$ cat config.mk
export PLATFORM = sky130hd
export DESIGN_NAME = updown_ctrl
export DESIGN_NICKNAME = d
export VERILOG_FILES = /design/src/rtl/updown_ctrl_pkg.sv /design/src/rtl/updown_ctrl_btn_debounce.sv /design/src/rtl/updown_ctrl.sv
export SDC_FILE = /design/constraint.sdc
export NUM_CORES = 1
export LEC_CHECK = 0
export CAP_MARGIN = 20
export CELL_PAD_IN_SITES_DETAIL_PLACEMENT = 0
export CELL_PAD_IN_SITES_GLOBAL_PLACEMENT = 1
export CORE_ASPECT_RATIO = 2
export CORE_MARGIN = 2
export CORE_UTILIZATION = 40
export DETAILED_ROUTE_END_ITERATION = 10
export GPL_ROUTABILITY_DRIVEN = 0
export GPL_TIMING_DRIVEN = 0
export MAX_ROUTING_LAYER = met4
export PLACE_DENSITY = 0.71
export SLEW_MARGIN = 25
export SYNTH_ARGS = -nofsm -noshare
export SYNTH_HDL_FRONTEND = slang
export SYNTH_SLANG_ARGS = --single-unit
$ cat constraint.sdc
create_clock -name clk -period 1.6 [get_ports clk]
set_clock_uncertainty 0.05 [all_clocks]
set_input_delay 0.4 -clock clk [delete_from_list [all_inputs] [get_ports clk]]
set_output_delay 0.4 -clock clk [all_outputs]
set_load 0.01 [all_outputs]
$ cat src/rtl/updown_ctrl_pkg.sv
// Shared definitions for the up/down counter command stage: FSM encodings and direction codes.
package updown_ctrl_pkg;

   typedef enum logic [1:0] {
      ST_IDLE      = 2'd0,
      ST_AUTO_UP   = 2'd1,
      ST_AUTO_DOWN = 2'd2
   } state_t;

   localparam logic DIR_UP   = 1'b1;
   localparam logic DIR_DOWN = 1'b0;

endpackage

$ cat src/rtl/updown_ctrl_btn_debounce.sv
// Button conditioner: 2-flop synchronizer, stability counter and rising-edge detect.
module btn_debounce #(
   parameter int DEBOUNCE_CYCLES = 16
) (
   input  logic clk,
   input  logic rst,
   input  logic btn_raw,
   output logic level,
   output logic rise
);

   localparam int CW = $clog2(DEBOUNCE_CYCLES + 1);
   localparam logic [CW-1:0] CNT_LAST = CW'(DEBOUNCE_CYCLES - 1);

   logic          meta_r;
   logic          sync_r;
   logic          stable_r;
   logic          stable_d_r;
   logic [CW-1:0] cnt_r;

   // Two-flop synchronizer for the raw asynchronous button
   always_ff @(posedge clk or posedge rst) begin
      if (rst) begin
         meta_r <= 1'b0;
         sync_r <= 1'b0;
      end else begin
         meta_r <= btn_raw;
         sync_r <= meta_r;
      end
   end

   // Stability counter: the accepted level only flips after DEBOUNCE_CYCLES mismatching samples in a row
   always_ff @(posedge clk or posedge rst) begin
      if (rst) begin
         cnt_r      <= {CW{1'b0}};
         stable_r   <= 1'b0;
         stable_d_r <= 1'b0;
      end else begin
         stable_d_r <= stable_r;
         if (sync_r == stable_r) begin
            cnt_r <= {CW{1'b0}};
         end else if (cnt_r == CNT_LAST) begin
            cnt_r    <= {CW{1'b0}};
            stable_r <= sync_r;
         end else begin
            cnt_r <= cnt_r + CW'(1);
         end
      end
   end

   assign level = stable_r;
   assign rise  = stable_r & ~stable_d_r;

endmodule

$ cat src/rtl/updown_ctrl.sv
// Command stage for an up/down counter: debounced manual stepping with saturation,
// or an automatic ping-pong between 0 and the counter maximum.
module updown_ctrl
   import updown_ctrl_pkg::*;
#(
   parameter int WIDTH           = 4,
   parameter int DEBOUNCE_CYCLES = 16,
   parameter int AUTO_DIV        = 8
) (
   input  logic             clk,
   input  logic             rst,
   input  logic             btn_up,
   input  logic             btn_down,
   input  logic             auto_mode,
   input  logic [WIDTH-1:0] count_in,
   output logic             enable,
   output logic             up_down
);

   localparam int PW = $clog2(AUTO_DIV);
   localparam logic [PW-1:0]    PRE_LAST = PW'(AUTO_DIV - 1);
   localparam logic [WIDTH-1:0] MAX_VAL  = {WIDTH{1'b1}};
   localparam logic [WIDTH-1:0] MIN_VAL  = {WIDTH{1'b0}};

   logic          up_level_s, up_rise_s;
   logic          dn_level_s, dn_rise_s;
   logic          up_req_s, dn_req_s;
   logic          at_max_s, at_zero_s, step_s;
   logic          auto_meta_r, auto_sync_r;
   state_t        state_r, state_next_s;
   logic [PW-1:0] pre_r, pre_next_s;
   logic          enable_r, enable_next_s;
   logic          up_down_r, up_down_next_s;

   btn_debounce #(.DEBOUNCE_CYCLES(DEBOUNCE_CYCLES)) u_db_up (
      .clk     (clk),
      .rst     (rst),
      .btn_raw (btn_up),
      .level   (up_level_s),
      .rise    (up_rise_s)
   );

   btn_debounce #(.DEBOUNCE_CYCLES(DEBOUNCE_CYCLES)) u_db_down (
      .clk     (clk),
      .rst     (rst),
      .btn_raw (btn_down),
      .level   (dn_level_s),
      .rise    (dn_rise_s)
   );

   assign up_req_s  = up_rise_s & up_level_s;
   assign dn_req_s  = dn_rise_s & dn_level_s;
   assign at_max_s  = (count_in == MAX_VAL);
   assign at_zero_s = (count_in == MIN_VAL);
   assign step_s    = (pre_r == PRE_LAST);

   // Two-flop synchronizer for the mode switch
   always_ff @(posedge clk or posedge rst) begin
      if (rst) begin
         auto_meta_r <= 1'b0;
         auto_sync_r <= 1'b0;
      end else begin
         auto_meta_r <= auto_mode;
         auto_sync_r <= auto_meta_r;
      end
   end

   // Next-state, prescaler and strobe decisions
   always_comb begin
      state_next_s   = state_r;
      pre_next_s     = pre_r;
      enable_next_s  = 1'b0;
      up_down_next_s = up_down_r;
      case (state_r)
         ST_IDLE: begin
            // A request landing on a strobe cycle is dropped so count_in has settled before the next decision
            if (auto_sync_r) begin
               state_next_s = ST_AUTO_UP;
               pre_next_s   = {PW{1'b0}};
            end else if (up_req_s && !dn_req_s && !at_max_s && !enable_r) begin
               enable_next_s  = 1'b1;
               up_down_next_s = DIR_UP;
            end else if (dn_req_s && !up_req_s && !at_zero_s && !enable_r) begin
               enable_next_s  = 1'b1;
               up_down_next_s = DIR_DOWN;
            end else begin
               pre_next_s = {PW{1'b0}};
            end
         end
         ST_AUTO_UP: begin
            if (!auto_sync_r) begin
               state_next_s = ST_IDLE;
               pre_next_s   = {PW{1'b0}};
            end else if (step_s) begin
               pre_next_s    = {PW{1'b0}};
               enable_next_s = 1'b1;
               if (at_max_s) begin
                  state_next_s   = ST_AUTO_DOWN;
                  up_down_next_s = DIR_DOWN;
               end else begin
                  up_down_next_s = DIR_UP;
               end
            end else begin
               pre_next_s = pre_r + PW'(1);
            end
         end
         ST_AUTO_DOWN: begin
            if (!auto_sync_r) begin
               state_next_s = ST_IDLE;
               pre_next_s   = {PW{1'b0}};
            end else if (step_s) begin
               pre_next_s    = {PW{1'b0}};
               enable_next_s = 1'b1;
               if (at_zero_s) begin
                  state_next_s   = ST_AUTO_UP;
                  up_down_next_s = DIR_UP;
               end else begin
                  up_down_next_s = DIR_DOWN;
               end
            end else begin
               pre_next_s = pre_r + PW'(1);
            end
         end
         default: begin
            state_next_s = ST_IDLE;
            pre_next_s   = {PW{1'b0}};
         end
      endcase
   end

   // State, prescaler and registered outputs
   always_ff @(posedge clk or posedge rst) begin
      if (rst) begin
         state_r   <= ST_IDLE;
         pre_r     <= {PW{1'b0}};
         enable_r  <= 1'b0;
         up_down_r <= DIR_UP;
      end else begin
         state_r   <= state_next_s;
         pre_r     <= pre_next_s;
         enable_r  <= enable_next_s;
         up_down_r <= up_down_next_s;
      end
   end

   assign enable  = enable_r;
   assign up_down = up_down_r;

endmodule

Word level (Yosys, flattened, before mapping)
Cells that the tools add are included.
Word-level totals
  register bits after elaboration: 27
  latch bits: 0
  RAM bits: 0
  bits in read-only memories: 0
  output and inout bits: 2
  logic and storage cells: 102
  memories kept: 0
Cells by class
  add/subtract/negate cells: 3
  $mul: 0
  divide/modulo/power cells: 0
  $lt $le $gt $ge: 0
  equal/unequal tests: 21
  shifts and indexed selects: 0
  multiplexer cells: 34
  bitwise logic cells: 8
  reduce and logical (&&, ||, !) cells: 20
Operators with widths (number)
  3-bit inequality test (second input constant): 7
  5-bit two-way mux: 4
  3-bit two-way mux: 5
  1-bit two-way mux: 14
  2-bit two-way mux: 7
  2-bit inequality test (second input constant): 6
  5-bit by 1-bit adder with 5-bit output (second input constant): 2
  5-bit by 4-bit == test with 1-bit output (second input constant): 2
  7-bit AND reduction: 1
  1-bit logical AND: 6
  2-bit case mux with 3 select lines: 1
  3-bit case mux with 2 select lines: 1
  2-bit AND reduction: 3
  1-bit zero test: 5
  5-bit AND reduction: 1
  1-bit AND: 4
  4-bit == test (second input constant): 1
  4-bit zero test: 1
  1-bit inverter: 4
  3-bit by 1-bit adder with 3-bit output (second input constant): 1
  3-bit == test (second input constant): 1
  1-bit case mux with 3 select lines: 1
  3-bit nonzero test: 1
  1-bit == test: 2
  5 further kinds: 5

Logic depth before layout (Yosys ltp)
Gate-level depths: netlist of the first run.
  depth after elaboration: 11
  gate-level depth with buffers: 7

Modules after synthesis
From an unflattened synthesis of the first run, not the netlist that was laid out.
Second synthesis, totals
  cell total of the unflattened synthesis: 109
  area, all modules: 1242.4 um^2
By module, submodules not included
  btn_debounce: instances 2, cells each 26, area each 342.8 um^2, sequential area each 225.2 um^2
  updown_ctrl: instances 1, cells each 57, area each 556.8 um^2, sequential area each 226.5 um^2

Worst setup path after synthesis of the first run
Ideal clock, no wire load.
  kind: register -> register
  from: reg pre_r[0]
  to: reg state_r[0]
  library setup time: 0.128 ns
  arrival time: 1.382 ns
  slack: 0.040 ns
  stages on the path, launching flop included: 6
  buffers on the path: 0
  path through: dfrtp_1 -> ha_1 -> ha_1 -> o2111ai_1 -> o21ai_2 -> mux2_1
On the way
  longest elaborated chain between the ends: 3
  elaborated cells between the ends (all ways): 4
  those cells by class: eq/ne: 3; reduce/logical: 1
Ends and longest elaborated chain
  from (decl): RTL line updown_ctrl.sv:31  | logic [PW-1:0] pre_r, pre_next_s;
  from (signal assigned): RTL line updown_ctrl.sv:135  | pre_r <= {PW{1'b0}};
  from (signal assigned): RTL line updown_ctrl.sv:140  | pre_r <= pre_next_s;
  3-bit == test (*): RTL line updown_ctrl.sv:55  | assign step_s = (pre_r == PRE_LAST);
  3-bit inequality test (no source line)
  5-bit AND reduction (no source line) (*)
  to (signal assigned): RTL line updown_ctrl.sv:139  | state_r <= state_next_s;
  to (decl): RTL line updown_ctrl.sv:30  | state_t state_r, state_next_s;
Mark *: on every way between the ends. The rest lies on a longest branch, timed or not.
A chain may end at the register's enable or synchronous reset.

Final worst setup path of the first run
  from: in count_in[3]
  to: reg state_r[0]
On the way
  longest elaborated chain between the ends: 3
  elaborated cells between the ends (all ways): 5
  those cells by class: eq/ne: 3; reduce/logical: 2
Ends and longest elaborated chain
  from (decl): RTL line updown_ctrl.sv:15  | input logic [WIDTH-1:0] count_in,
  4-bit == test or 4-bit zero test (tied branches): RTL line updown_ctrl.sv:53, updown_ctrl.sv:54
  3-bit inequality test (no source line)
  5-bit AND reduction (no source line) (*)
Marks and branches as above.

==> results.tsv, run 1 <==
metric	value	unit
status	completed	
ys async rst share	100.0	%
Ant. Diodes	0	
Syn Inst Count	105	
Hold Violations, Final	0	
global-route wire length before repair	3.567	mm
largest net degree at the start of global routing	28	
power share of the sequential group	43.5	%
most frequent cell after synthesis	dfrtp_1	
met1 WL	816	um
post-synth top area share	52.68	%
Total Routing Usage GR	13.80	%
part of the power in combinational logic	37.6	%
Clock power frac	18.9	%
initial antenna violation count	0	
drt first-iter violations	7	
detailed placement HPWL	1.556	mm
Slew @ Worst Pin	539.8	ps
Port Buffer Count	10	
Mapped Area	1235	um2
Final Max Tran Viols	0	
row cnt	28	
Max VDD drop	0.6320	mV
Die Area	3575	um2
vias post-DR	823	
largest area contributor in the netlist	dfrtp_1	
Layout area overhead	22.29	%
Num CTS Buffers	3	
f_max	0.6459	GHz
wire per inst	13.65	um
pwr dens	1288	nW/um2
yosys warns	0	
nets@finish	142	
die height	82.58	um
root buffer cell	clkbuf_8	
Crit Path Class	in2reg	
Via density	5.379	
Top Ports	11	
Final period util	96.76	%
Final min period	1548	ps
Core ar.	2943	um2
Synth top cells by count	dfrtp_1 (26), nor2_1 (11), ha_1 (9)	
worst-path maximum fanout	4	
setup TNS	0	ps
crit path launch type	input pin	
syn_area_per_cell	11.76	um2
clock latency on the worst-skew pair	270	ps
layout cells sized above 1	26.02	%
residual DRC count	0	
final setup fails	0	
Net Count, Synth	123	
WL met3	46	um
CTS tree	done	
Post-synth EDFFs	0	
vias in the first global route	824	
clock buffer depth	2	
Crit path required time	1700	ps
GRT Residual Overflow	0	
P_sw	642.3	uW
DR top layer	met4	
met2 wire len	1.173	mm
H-tree depth	1	
internal power	1303	uW
Hold WS	302.4	ps
Hold Crit Class	reg2reg	
Leak	0.0007224	uW
Data arrival, critical path	1650	ps
total wire length	2.089	mm
CP endpoint kind	flop	
number of iterations in the first detailed-routing pass	4	
ys flop type	dfrtp_1	
top cells by area, synth	dfrtp_1 (53%), ha_1 (9.1%), xor2_1 (4.3%)	
Synth Register Bits	27	
clock-pin slew on the worst setup and hold paths	90	ps
CTS Sinks	27	
maxcap violations	0	
post-synthesis cell type count	30	
switch share	33.02	%
Worst slew margin	63.96	%
post-synthesis sequential area ratio	54.81	%
fillcell total	266	
DIE WIDTH	43.29	um
Initial Utilization	41.96	%
number of nets with antenna violations after routing	0	
metal layers:
layer	vias up	global-route usage [%]
met2	16	23.73
li1	401	-
met5	-	-
met4	0	8.182
met1	400	15.41
met3	6	0.8696
metrics by stage:
step / total power, uW / cell area [um2] / instances / worst slack, ps / utilization (%)
after global routing: 2098 / 1510 / 153 / -2.166 / 51.32
after floorplan: 1263 / 1235 / 105 / 40.07 / -
after global placement: 1412 / 1373 / 145 / -539.4 / 46.64
after CTS: 1797 / 1435 / 151 / -85.94 / 48.77
after detailed placement: 1425 / 1373 / 145 / -543.9 / 46.64
final: 1945 / 1510 / 153 / 51.79 / 51.32
area by class of cell:
cell class	instances	area [um2]	share of cell area, %
Clock buffer	3	41.29	2.734
Timing Repair Buffer	14	115.1	7.622
Inverter	5	18.77	1.243
Clock inverter	1	5.005	0.3314
Tap cell	30	37.54	2.485
Sequential cell	27	679.4	44.99
Multi-Input combinational cell	72	608.1	40.27
Buffer	1	5.005	0.3314
critical path, stage by stage:
cell and delay (ps):
dlygate4sd2_1 290, nor4_4 250, nand2b_4 170, o2111ai_2 120, o21ai_2 100, mux2_4 310
cell families (layout without fill, tap and decap cells):
family	count (synthesis)	count (layout)	share of synthesized area (%)
flops	27	27	54.81
fa+ha+maj	9	9	9.119
compound gates	16	16	9.524
buf+inv	6	24	1.925
simple gates	36	36	16.01
mux	5	5	4.357
xor+xnor	6	6	4.255
final timing paths:
| path | from | end | slack [ps] | cells past startpoint |
|---|---|---|---|---|
| setup / recovery | count_in[3] | state_r[0] | 50 | 6 |
| hold / removal | u_db_down.meta_r | u_db_down.sync_r | 300 | 0 |
| setup reg to reg | state_r[0] | state_r[0] | 70 | 6 |
| hold reg to reg | u_db_down.meta_r | u_db_down.sync_r | 300 | 0 |
| max in group asynchronous | rst | state_r[0] | 670 | 2 |
| min in group asynchronous | rst | auto_meta_r | 440 | 2 |
state kept, by name, summed over array words and instances (netlist names):
signal and flops:
u_db_down.level 1, u_db_down.stable_d_r 1, state_r 2, u_db_up.meta_r 1, u_db_up.stable_d_r 1, enable 1, u_db_down.sync_r 1, u_db_down.cnt_r 5
u_db_up.cnt_r 5, u_db_down.meta_r 1, u_db_up.sync_r 1, auto_meta_r 1, u_db_up.level 1, auto_sync_r 1, up_down 1, pre_r 3
power groups by stage:
stage | combinational [uW] | sequential, uW | clock, uW
detailed placement | 587 | 838 | 0
global route | 824 | 858 | 416
CTS | 583 | 825 | 389
global placement | 580 | 833 | 0
floorplan | 433 | 830 | 0
finish | 731 | 846 | 368
placed cells by master, fill, tap and decap left out, drive strengths merged, types with 5 or more instances in the layout:
cell type / count
a21oi: 5
buf: 5
clkbuf: 5
dfrtp: 26
ha: 9
inv: 5
nand3: 6
nor2: 12
o21ai: 5
xor2: 6
repair_timing:
item	4_1_cts	5_1_grt
resized for setup	7	20
setup buffers	2	2
hold buffers	0	0
pin swaps	1	3
cloned	0	0
setup endpoints to repair	9	3
No activity file was read; power rests on OpenSTA's default activity.
==> run 2, diff against run 1 <==
--- a/config.mk
+++ b/config.mk
@@ -16,7 +16,6 @@
 export GPL_TIMING_DRIVEN = 0
 export MAX_ROUTING_LAYER = met4
 export PLACE_DENSITY = 0.71
-export SLEW_MARGIN = 25
 export SYNTH_ARGS = -nofsm -noshare
 export SYNTH_HDL_FRONTEND = slang
 export SYNTH_SLANG_ARGS = --single-unit
==> constraint.sdc (replaced) <==
create_clock -name clk -period 1.2 [get_ports clk]
set_clock_uncertainty 0.05 [all_clocks]
set_input_delay 0.3 -clock clk [delete_from_list [all_inputs] [get_ports clk]]
set_output_delay 0.3 -clock clk [all_outputs]
set_load 0.01 [all_outputs]
==> run 2 against run 1 <==
  * The flow now finishes with violations (setup timing)
  * Sequential cell count is the same
  * First-iteration DRC count up 140%
  * Sequential power rose by 35%
  * Register-to-register slack lost 390 ps
  * Utilization grew 7.8 points
  * Non-clock buffer count is 14 higher
  * Count of clock-buffer cells in the layout is 1 higher
  * Critical path depth decreased by 1
  * Sequential share of layout area is 5.9 points lower
  * Worst setup slack got worse by 370 ps
  * Final cell count increased by 9.2%
  * Critical endpoint unchanged
  * Largest cell class is now multi-input combinational cells
  * Highest routed layer unchanged
==> results.tsv, run 2 (synthesized netlist as in run 1, its figures left out) <==
metric	value	unit	change
status	finished, violations left		
failing checks	setup timing		
slowest CP cell	dfrtp_1		
met2 usage	27.16	%	+3.4 points
number of nets with antenna violations after routing	0		unchanged
met3 Resource Use GR	1.957	%	+1.1 points
Final Max Tran Viols	0		unchanged
Hold WS	306.3	ps	+3.962 ps
largest net degree at the start of global routing	28		unchanged
clock-pin slew on the worst setup and hold paths	80	ps	about the same
Via density	5.293		-1.6%
initial antenna violation count	0		unchanged
RSZ-0062 raised after global routing	yes		
drt first-iter violations	17		+10
commonest cells after routing, fill and taps aside	dfrtp_1 (24), buf_4 (16), nor2_1 (8)		
vias in the first global route	907		+10%
Die Area	3575	um2	unchanged
Final period util	126.9	%	
CP max stage delay	390	ps	+80 ps
layout cells sized above 1	43.80	%	+18 points
Crit Path Class	reg2reg		
Data arrival, critical path	1620	ps	-30 ps
Worst slew margin	62.24	%	-1.7 points
setup TNS	-1482	ps	-1482 ps
Total Routing Usage GR	15.65	%	+1.8 points
chain of cells forming the critical path	ha_2 -> ha_4 -> o2111ai_2 -> o21ai_2 -> mux2_4		
row cnt	28		unchanged
clock latency on the worst-skew pair	260	ps	about the same
die height	82.58	um	unchanged
maxcap violations	0		unchanged
H-tree depth	1		unchanged
wire per inst	14.66	um	+7.4%
Crit path required time	1300	ps	-400 ps
number of iterations in the first detailed-routing pass	4		unchanged
Non-Filler Instances	167		+9.2%
Worst path top cell family by delay	flip-flops		
GRT Residual Overflow	0		unchanged
Layout area overhead	40.83	%	
Leak	0.0007865	uW	+8.9%
Hold Violations, Final	0		unchanged
clock buffer depth	2		unchanged
residual DRC count	0		unchanged
gr busiest metal	met2		
cts hold-fix bufs	0		unchanged
WP buf/inv	0		-1
f_max	0.6568	GHz	
CTS tree	done		
Top Ports	11		unchanged
Core ar.	2943	um2	unchanged
Port Buffer Count	10		unchanged
global-route wire length before repair	4.064	mm	+14%
Ant. Diodes	0		unchanged
pre-CTS WS	-811.8	ps	-267.9 ps
met1 Track Usage GR	17.81	%	+2.4 points
final setup fails	9		+9
Slew @ Worst Pin	565.2	ps	+25.32 ps
total wire length	2.449	mm	+17%
Final min period	1522	ps	
worst-path maximum fanout	3		-1
crit path launch type	flop		
Inst Count DP	145		unchanged
Hold Crit Class	reg2reg		
Worst Slack Setup Final	-322.5	ps	-374.3 ps
Max VDD drop	1.048	mV	+66%
root buffer cell	clkbuf_8		
biggest regs	u_db_down.cnt_r: 5 flops, u_db_up.cnt_r: 5 flops, pre_r: 3 flops		
commonest non-fill, non-tap cell in the layout	dfrtp_1		
vias post-DR	884		+7.4%
CTS Sinks	27		unchanged
overall power	2844	uW	+46%
CP endpoint kind	flop		
Num CTS Buffers	3		unchanged
Initial Utilization	41.96	%	unchanged
DIE WIDTH	43.29	um	unchanged
pwr dens	1635	nW/um2	+27%
detailed placement HPWL	1.661	mm	+6.7%
nets@finish	156		+9.9%
==> run 2: changes by cell type in the layout (fill, tap and decap cells not counted), sizes merged <==
cell      before  now
clkinv         1    0
clkinvlp       0    1
clkbuf         5    4
inv            5    4
buf            5   21
==> run 2: through the flow <==
| stage | area, um2 | utilization [%] |
|---|---|---|
| after floorplan | 1281 | - |
| after global placement | 1419 | 48.21 |
| after detailed placement | 1419 | 48.21 |
| after CTS | 1609 | 54.68 |
| after global routing | 1739 | 59.10 |
| final | 1739 | 59.10 |
==> run 2: final timing paths <==
kind,from,to,slack [ps],cells past startpoint
min,u_db_down.meta_r,u_db_down.sync_r,310,0
max reg2reg,pre_r[1],state_r[0],-320,5
min in group asynchronous,rst,u_db_down.cnt_r[2],380,2
min reg2reg,u_db_down.meta_r,u_db_down.sync_r,310,0
max in group asynchronous,rst,up_down,360,2
max,pre_r[1],state_r[0],-320,5
==> run 2: per-layer routing <==
metal,wire length (um),up-vias
met2,1436,11
met5,0,-
met4,48,0
li1,-,426
met3,60,4
met1,904,443
==> run 2: worst reg2reg max path, delay by kind of cell (launching register included) <==
kind,cells,cell delay [ps]
AOI/OAI and AO/OA,2,300
adders and majority gates,2,370
DFF,1,390
muxes,1,310
==> run 2: area by class of cell <==
cell class	count	area, um2
timing repair buffer	28	234.0
clock buffer	4	45.04
inverter	5	25.02
multi-input combinational	72	713.2
tap	30	37.54
fill	265	1204
buffer	1	5.005
sequential	27	679.4
==> run 2: timing repair <==
action                     4_1_cts  5_1_grt
buffers inserted                13        5
gates resized for setup         28       16
pin swaps                        8        8
setup endpoints to repair       37       15
==> run 2: report_power, final <==
part	total (uW)	switching, uW	leakage [uW]	internal [uW]
logic	1220	577	0.000415	639
registers	1140	111	0.000348	1030
clock network	490	253	0.0000228	237
